## src/rtl/fifo_mem_ctrl.sv

```systemverilog
// -----------------------------------------------------------------------------
// fifo_mem_ctrl
//
// Purpose:
//   Sequences an external dual-port memory (registered 1-cycle read) as a FIFO.
//   Owns the write/read pointers, the occupancy count, the full/empty and
//   almost-full/almost-empty flags, and the overflow/underflow error flags.
//   The memory instance is external and is driven only by this block.
//
// Build option:
//   FIFO_ERR_STICKY_EN  defined     -> err_overflow/err_underflow hold at 1
//                                      until rst.
//                       not defined -> error flags are one-cycle pulses,
//                                      one pulse per rejected request.
//
// Ports:
//   clk, rst        clock (posedge) and asynchronous active-high reset
//   push, data_in   producer write request and its data
//   pop             consumer read request
//   data_out        popped data, qualified by valid_out (one cycle after pop)
//   umbral_af/ae    almost-full / almost-empty thresholds, captured in INIT
//   mem_write_rq, mem_w_address, mem_write_data   memory write port
//   mem_read_rq,  mem_r_address, mem_read_data    memory read port
//   fifo_count      occupancy 0..DEPTH
//   full, empty, almost_full, almost_empty        status flags
//   err_overflow, err_underflow                   error flags (registered)
// -----------------------------------------------------------------------------
module fifo_mem_ctrl #(
    parameter int DATA_WIDTH = 5,
    parameter int ADDR_WIDTH = 4,
    parameter int DEPTH      = 8
) (
    input  logic                  clk,
    input  logic                  rst,
    input  logic                  push,
    input  logic [DATA_WIDTH-1:0] data_in,
    input  logic                  pop,
    output logic [DATA_WIDTH-1:0] data_out,
    output logic                  valid_out,
    input  logic [ADDR_WIDTH-1:0] umbral_af,
    input  logic [ADDR_WIDTH-1:0] umbral_ae,
    output logic                  mem_write_rq,
    output logic [ADDR_WIDTH-1:0] mem_w_address,
    output logic [DATA_WIDTH-1:0] mem_write_data,
    output logic                  mem_read_rq,
    output logic [ADDR_WIDTH-1:0] mem_r_address,
    input  logic [DATA_WIDTH-1:0] mem_read_data,
    output logic [ADDR_WIDTH:0]   fifo_count,
    output logic                  full,
    output logic                  empty,
    output logic                  almost_full,
    output logic                  almost_empty,
    output logic                  err_overflow,
    output logic                  err_underflow
);

    localparam logic [ADDR_WIDTH:0]   DEPTH_C = (ADDR_WIDTH+1)'(DEPTH);
    localparam logic [ADDR_WIDTH-1:0] LAST_C  = ADDR_WIDTH'(DEPTH - 1);

    typedef enum logic [1:0] {
        ST_RESET  = 2'd0,
        ST_INIT   = 2'd1,
        ST_ACTIVE = 2'd2
    } state_t;

    state_t                state_q,   state_d;
    logic [ADDR_WIDTH-1:0] wr_ptr_q,  wr_ptr_d;
    logic [ADDR_WIDTH-1:0] rd_ptr_q,  rd_ptr_d;
    logic [ADDR_WIDTH:0]   count_q,   count_d;
    logic [ADDR_WIDTH-1:0] af_q,      af_d;
    logic [ADDR_WIDTH-1:0] ae_q,      ae_d;
    logic                  valid_q,   valid_d;
    logic                  err_ov_q,  err_ov_d;
    logic                  err_un_q,  err_un_d;

    logic active;
    logic full_w;
    logic empty_w;
    logic wr_accept;
    logic rd_accept;
    logic ov_event;
    logic un_event;

    // Flags come straight from the registered count.
    assign full_w  = (count_q == DEPTH_C);
    assign empty_w = (count_q == '0);

    // -------------------------------------------------------------------------
    // State register
    // -------------------------------------------------------------------------
    always_ff @(posedge clk or posedge rst) begin
        if (rst) begin
            state_q  <= ST_RESET;
            wr_ptr_q <= '0;
            rd_ptr_q <= '0;
            count_q  <= '0;
            // All-ones keeps almost_full low until real thresholds are
            // captured; count never reaches this before ACTIVE.
            af_q     <= '1;
            ae_q     <= '0;
            valid_q  <= 1'b0;
            err_ov_q <= 1'b0;
            err_un_q <= 1'b0;
        end else begin
            state_q  <= state_d;
            wr_ptr_q <= wr_ptr_d;
            rd_ptr_q <= rd_ptr_d;
            count_q  <= count_d;
            af_q     <= af_d;
            ae_q     <= ae_d;
            valid_q  <= valid_d;
            err_ov_q <= err_ov_d;
            err_un_q <= err_un_d;
        end
    end

    // -------------------------------------------------------------------------
    // Next-state and request acceptance
    // -------------------------------------------------------------------------
    always_comb begin
        state_d   = state_q;
        wr_ptr_d  = wr_ptr_q;
        rd_ptr_d  = rd_ptr_q;
        count_d   = count_q;
        af_d      = af_q;
        ae_d      = ae_q;
        active    = 1'b0;

        case (state_q)
            ST_RESET:  state_d = ST_INIT;
            ST_INIT: begin
                state_d = ST_ACTIVE;
                af_d    = umbral_af;
                ae_d    = umbral_ae;
            end
            ST_ACTIVE: active = 1'b1;
            default:   state_d = ST_RESET;
        endcase

        // Requests outside ACTIVE are simply ignored; a rejected request
        // produces only its error event.
        wr_accept = active && push && !full_w;
        rd_accept = active && pop  && !empty_w;
        ov_event  = active && push &&  full_w;
        un_event  = active && pop  &&  empty_w;

        if (wr_accept) begin
            wr_ptr_d = (wr_ptr_q == LAST_C) ? '0 : wr_ptr_q + 1'b1;
        end
        if (rd_accept) begin
            rd_ptr_d = (rd_ptr_q == LAST_C) ? '0 : rd_ptr_q + 1'b1;
        end

        case ({wr_accept, rd_accept})
            2'b10:   count_d = count_q + 1'b1;
            2'b01:   count_d = count_q - 1'b1;
            default: count_d = count_q;
        endcase

        // Memory read data appears one cycle after the read request.
        valid_d = rd_accept;

`ifdef FIFO_ERR_STICKY_EN
        err_ov_d = err_ov_q | ov_event;
        err_un_d = err_un_q | un_event;
`else
        err_ov_d = ov_event;
        err_un_d = un_event;
`endif
    end

    // -------------------------------------------------------------------------
    // Outputs
    // -------------------------------------------------------------------------
    assign mem_write_rq   = wr_accept;
    assign mem_w_address  = wr_ptr_q;
    assign mem_write_data = wr_accept ? data_in : '0;
    assign mem_read_rq    = rd_accept;
    assign mem_r_address  = rd_ptr_q;

    // Masked while not valid so the output stays quiet in reset and idle.
    assign data_out       = valid_q ? mem_read_data : '0;
    assign valid_out      = valid_q;

    assign fifo_count     = count_q;
    assign full           = full_w;
    assign empty          = empty_w;
    assign almost_full    = (count_q >= {1'b0, af_q});
    assign almost_empty   = (count_q <= {1'b0, ae_q});
    assign err_overflow   = err_ov_q;
    assign err_underflow  = err_un_q;

endmodule

```

## config.mk

```make
export PLATFORM = sky130hd
export DESIGN_NAME = fifo_mem_ctrl
export DESIGN_NICKNAME = d
export VERILOG_FILES = /design/src/rtl/fifo_mem_ctrl.sv
export SDC_FILE = /design/constraint.sdc
export NUM_CORES = 1
export LEC_CHECK = 0
export ABC_AREA = 1
export ABC_CLOCK_PERIOD_IN_PS = 4400
export BUFFER_PORTS_ARGS = -buffer_cell sky130_fd_sc_hd__buf_4
export CAP_MARGIN = 25
export CORE_ASPECT_RATIO = 1.1
export CORE_MARGIN = 2
export CORE_UTILIZATION = 54
export CTS_CLUSTER_DIAMETER = 150
export DETAILED_ROUTE_END_ITERATION = 8
export GPL_TIMING_DRIVEN = 0
export PLACE_DENSITY_LB_ADDON = 0.3
export SLEW_MARGIN = 20
export SYNTH_ARGS = -nofsm -noshare
export SYNTH_HDL_FRONTEND = slang
export SYNTH_SLANG_ARGS = --single-unit
```

## constraint.sdc

```tcl
create_clock -name clk -period 4.4 [get_ports clk]
set_input_delay 0.66 -clock clk [delete_from_list [all_inputs] [get_ports clk]]
set_output_delay 0.66 -clock clk [all_outputs]
set_load 0.03 [all_outputs]
```

## Word level (Yosys, flattened, before mapping)

Cells that the tools add are included.

- Register bits after elaboration: 26
- Logic and storage cells: 40
- Output and inout bits: 32
- Input bits: 22

- $lt $le $gt $ge: 2
- Multiplexer cells: 7
- Add/sub/neg operators: 4
- Eq/ne operators: 7
- Reductions and logical operators: 11

Operators with widths:

| operator | count |
|---|---|
| $mux 5 | 2 |
| $pmux 5 s2 | 1 |
| $add 4x1->4 const B | 2 |
| $eq 4x3->1 const B | 2 |
| $mux 4 | 2 |
| $logic_and 1x1->1 | 6 |
| $pmux 2 s3 | 1 |
| $add 5x1->5 const B | 1 |
| $eq 5x4->1 const B | 1 |
| $ge 5x4->1 | 1 |
| $le 5x4->1 | 1 |
| $logic_not 5->1 | 1 |
| $sub 5x1->5 const B | 1 |
| $eq 2x1->1 const B | 2 |
| $eq 2x2->1 const B | 2 |
| $logic_not 1->1 | 2 |
| $logic_not 2->1 | 1 |
| $reduce_bool 2->1 | 1 |
| $mux 1 | 1 |

## Depth between registers and ports, before layout

- Word-level depth: 6
- Gate-level depth with buffers: 13
- Depth with buffers taken out: 13

## Least setup slack after synthesis

Ideal clock, no wire load.

- Kind: flip-flop to flip-flop
- Start point: register count_q[0] (netlist: fifo_count[0])
- End point: register count_q[3] (netlist: fifo_count[3])
- Period minus slack after synthesis: 2.349 ns
- Buffers on the path: 0
- Data required time: 4.283 ns
- Setup time: 0.117 ns
- Stages on the path, launching flop included: 12
- Path slack: 2.051 ns
- Arrival: 2.232 ns
- Cell sequence: dfrtp_1 > nor2_2 > nand3_1 > nand2_2 > inv_2 > ha_1 > ha_1 > or2_2 > nand2_1 > nand2_1 > nand3_1 > nand2_1

- Longest elaborated chain between the ends: 5
- Elaborated cells between the ends (all ways): 12
- Those cells by class: add/sub (2); eq/ne (3); mux (1); reduce/logical (6)

RTL lines:

| element | RTL line | source |
|---|---|---|
| start, declared | 69 | `logic [ADDR_WIDTH:0] count_q, count_d;` |
| start signal, assigned | 108 | `count_q <= count_d;` |
| $logic_not 5->1 (*) | 86 | `assign empty_w = (count_q == '0);` |
| $logic_not 1->1 (*) | 143 | `rd_accept = active && pop && !empty_w;` |
| $logic_and 1x1->1 (*) | 143 |  |
| via mem_read_rq | 45 | `output logic mem_read_rq,` |
| $eq 2x1->1 / $eq 2x2->1 (equally long branches) | 154 | `case ({wr_accept, rd_accept})` |
| $pmux 5 s2 / $reduce_bool 2->1 (equally long branches) | - |  |

The timed path passes the listed nets; every way through them passes the cells marked *.
A chain may end at the register's enable or synchronous reset.

## Final worst setup path

- Start point: register af_q[2]
- End point: output almost_full

- Longest elaborated chain between the ends: 1

RTL lines:

| element | RTL line | source |
|---|---|---|
| start, declared | 70 | `logic [ADDR_WIDTH-1:0] af_q, af_d;` |
| start signal, assigned | 99 | `af_q <= '1;` |
| start signal, assigned | 109 | `af_q <= af_d;` |
| $ge 5x4->1 | 188 | `assign almost_full = (count_q >= {1'b0, af_q});` |
| end, declared | 51 | `output logic almost_full,` |

No other way between the ends.

==> metrics.md <==
| Metric | Value |
|---|---|
| Largest net degree at the start of global routing | `27` |
| Reg clk slew, reported paths | `about 0.15 ns` |
| Max-slew headroom | `0.697` |
| CP endpoint kind | `output port` |
| Hold Fails Final Rpt | `0` |
| Clock power frac | `0.124` |
| Congestion Overflow GR | `0` |
| Worst min path class | `input pin to async pin` |
| XOR/XNOR share of the synthesized area | `0.0161` |
| Worst skew pair latency | `roughly 0.33 ns` |
| Distinct cells, synth | `23` |
| Via count | `around 1,500` |
| Seq/Total Area, Yosys | `0.402` |
| CTS H-tree lvls | `1` |
| Net Sw Frac | `0.481` |
| Via/cell ratio | `around 5.1` |
| Max Slew Vio Count | `0` |
| CTS max path bufs | `2` |
| Yosys reg bits | `26` |
| CP Data Required Time | `3.74 ns` |
| WP data arrival | `between 1.5 and 2 ns` |
| Total Wirelength | `~3.5 mm` |
| Yosys warns | `0` |
| Top cells by area, synth | `dfrtp_1 34%, nand2_1 12%, ha_1 11%` |
| Combinational power share | `0.570` |
| Post-CTS setup buffers | `0` |
| Row count | `20` |
| Die X-Extent | `56.4 um` |
| CP startpoint | `af_q[2]` |
| Cells after synthesis | `between 200 and 250` |
| Initial Util | `0.576` |
| Layout area overhead | `31.9%` |
| Inserted Clock Buffers | `3` |
| Buffers on Ports | `53` |
| WHS | `0.311 ns` |
| NetSw | `~0.00065 W` |
| Synthesized-area fraction occupied by adder cells | `0.120` |
| Initial antenna violation count | `0` |
| RSZ-0062 raised after global routing | `no` |
| Final-stage net count | `between 300 and 400` |
| Global-route wire length before repair | `between 5 and 6 mm` |
| Yosys top cell area share | `0.338` |
| Startpoint Class | `flip-flop` |
| Total track usage | `0.209` |
| MaxCap Viol Count | `0` |
| Fmax | `about 0.40 GHz` |
| Maximum fanout along the worst path | `3` |
| Final Setup Violations | `0` |
| DRC | `0` |
| Fillers | `between 200 and 250` |
| Total Power | `roughly 0.0014 W` |
| Antenna-violating nets left | `0` |
| Register share of total power | `0.306` |
| Routed WL per cell | `around 12 um` |
| Cts hold-fix bufs | `0` |
| Compound-Gate Fraction of Synth Area | `0.0814` |
| CTS tree | `yes` |
| Vias in the first global route | `approximately 1,400` |
| Commonest non-fill, non-tap cell in the layout | `buf_4` |
| Cell internal pwr | `0.000702 W` |
| Mux contribution to synthesized area | `0` |
| Largest family of logic cells by synthesized area | `simple AND/OR/NAND/NOR gates` |
| Post-cts resize count | `0` |
| Status | `complete, no violations` |
| Area of the die | `about 3500 sq um` |
| Clk sinks | `26` |
| I/O Pins | `54` |
| FF/Latch Area | `656 sq um` |
| WS Path Type | `flip-flop to output port` |
| TritonRoute pass-1 iters | `4` |
| Syn Nets | `roughly 240` |
| Post-DP HPWL | `~2.6 mm` |
| VDD IR max | `0.444 mV` |
| Post-route clock period utilization | `0.562` |
| DRT iter0 DRCs | `36` |
| Final setup TNS | `0 ns` |
| Slew @ Worst Pin | `0.455 ns` |
| Area of the multi-input gates | `slightly below 800 sq um` |
| Worst r2r src | `fifo_count[4]` |
| Simple-gate portion of the synthesized area | `0.263` |
| Period minus WS final | `roughly 2.5 ns` |
| Layout cells sized above 1 | `0.317` |
| Clock skew after layout | `a little over 0.01 ns` |
| Die Y | `around 62 um` |
| Diode count | `0` |
| Most frequent cells in the layout | `53 x buf_4, 52 x nand2_1, 41 x inv_1, 22 x dfrtp_1, 21 x nor2_1` |
| Lkg Pwr | `between 1 and 1.5 nW` |
| Syn avg cell area | `7.87 sq um` |
| Synthesized cell area | `1630 sq um` |
| Core Area | `2830 sq um` |
| Cell accounting for the most synthesized area | `dfrtp_1` |
| CTS root buffer | `clkbuf_4` |
| Power per Cell Area | `between 600 and 700 nW/um^2` |
| Routability cong. | `between 0.8 and 0.9` |
==> power by group through the flow <==
stage	Clock, W	Sequential [W]	Combinational [W]
2_1_floorplan	0	0.000515	0.000409
3_3_place_gp	0	0.000414	0.000742
3_5_place_dp	0	0.000417	0.000765
4_1_cts	0.000168	0.000413	0.000772
5_1_grt	0.000179	0.000426	0.000849
6_report	0.000167	0.000415	0.000771
==> worst paths after layout <==
kind / to / slack [ns] / cells past startpoint
worst max-delay path: almost_full / 1.93 / 7
worst min-delay path: fifo_count[3] / 0.31 / 2
worst max register to register: fifo_count[4] / 1.96 / 11
worst min register to register: state_q[0] / 0.44 / 1
max in group asynchronous: af_q[0] / 3.56 / 3
min in group clk: state_q[0] / 0.44 / 1
==> area by class of cell <==
class | count | share of cell area
multi-input combinational | 136 | 0.364
clock buffer | 3 | 0.0105
sequential | 26 | 0.305
clock inverter | 1 | 0.0140
tap | 33 | 0.0192
buffer | 3 | 0.0157
inverter | 42 | 0.0734
timing repair buffer | 54 | 0.198
==> critical path: stages (launching register included) <==
cell and delay, ns:
dfstp_2 0.54, inv_1 0.05, ha_1 0.30, nand2_1 0.09, inv_1 0.04, o21ai_0 0.16
nand4_1 0.12, buf_4 0.18
==> kinds of logic after synthesis <==
kind of cell,Yosys count
buf+inv,45
simple gates,99
compound gates,19
fa+ha+maj,15
xor+xnor,3
flops,26
==> metrics by stage <==
step,utilization,cells,cell area (sq um),setup slack [ns]
final,0.760,298,2150,1.93
after global routing,0.760,298,2150,1.77
after CTS,0.750,297,2120,1.92
after detailed placement,0.731,293,2070,1.91
after global placement,0.731,293,2070,1.94
after floorplan,-,207,1630,2.05
==> sequential cells by signal, summed over array words and instances (netlist names) <==
register       cells
ae_q               4
af_q               4
err_overflow       1
err_underflow      1
fifo_count         5
mem_r_address      4
mem_w_address      4
state_q            2
valid_out          1
==> layer usage <==
layer | vias to the layer above | GRT usage | share of wire
met1 | 691 | 0.237 | 0.41
met5 | - | 0 | 0
met3 | 9 | 0.0315 | 0.066
met4 | 0 | 0.0850 | 0.020
li1 | 757 | - | -
met2 | 58 | 0.400 | 0.51
==> Yosys cell counts (all sizes together) <==
cell / number
fa: 1
nor3: 2
a21oi: 8
ha: 14
nand3: 9
xnor2: 3
dfrtp: 22
inv: 42
or2: 3
buf: 3
nand2: 54
o21ai: 11
nor2: 24
nand4: 7
dfstp: 4
(Power assumes the default switching activity.)
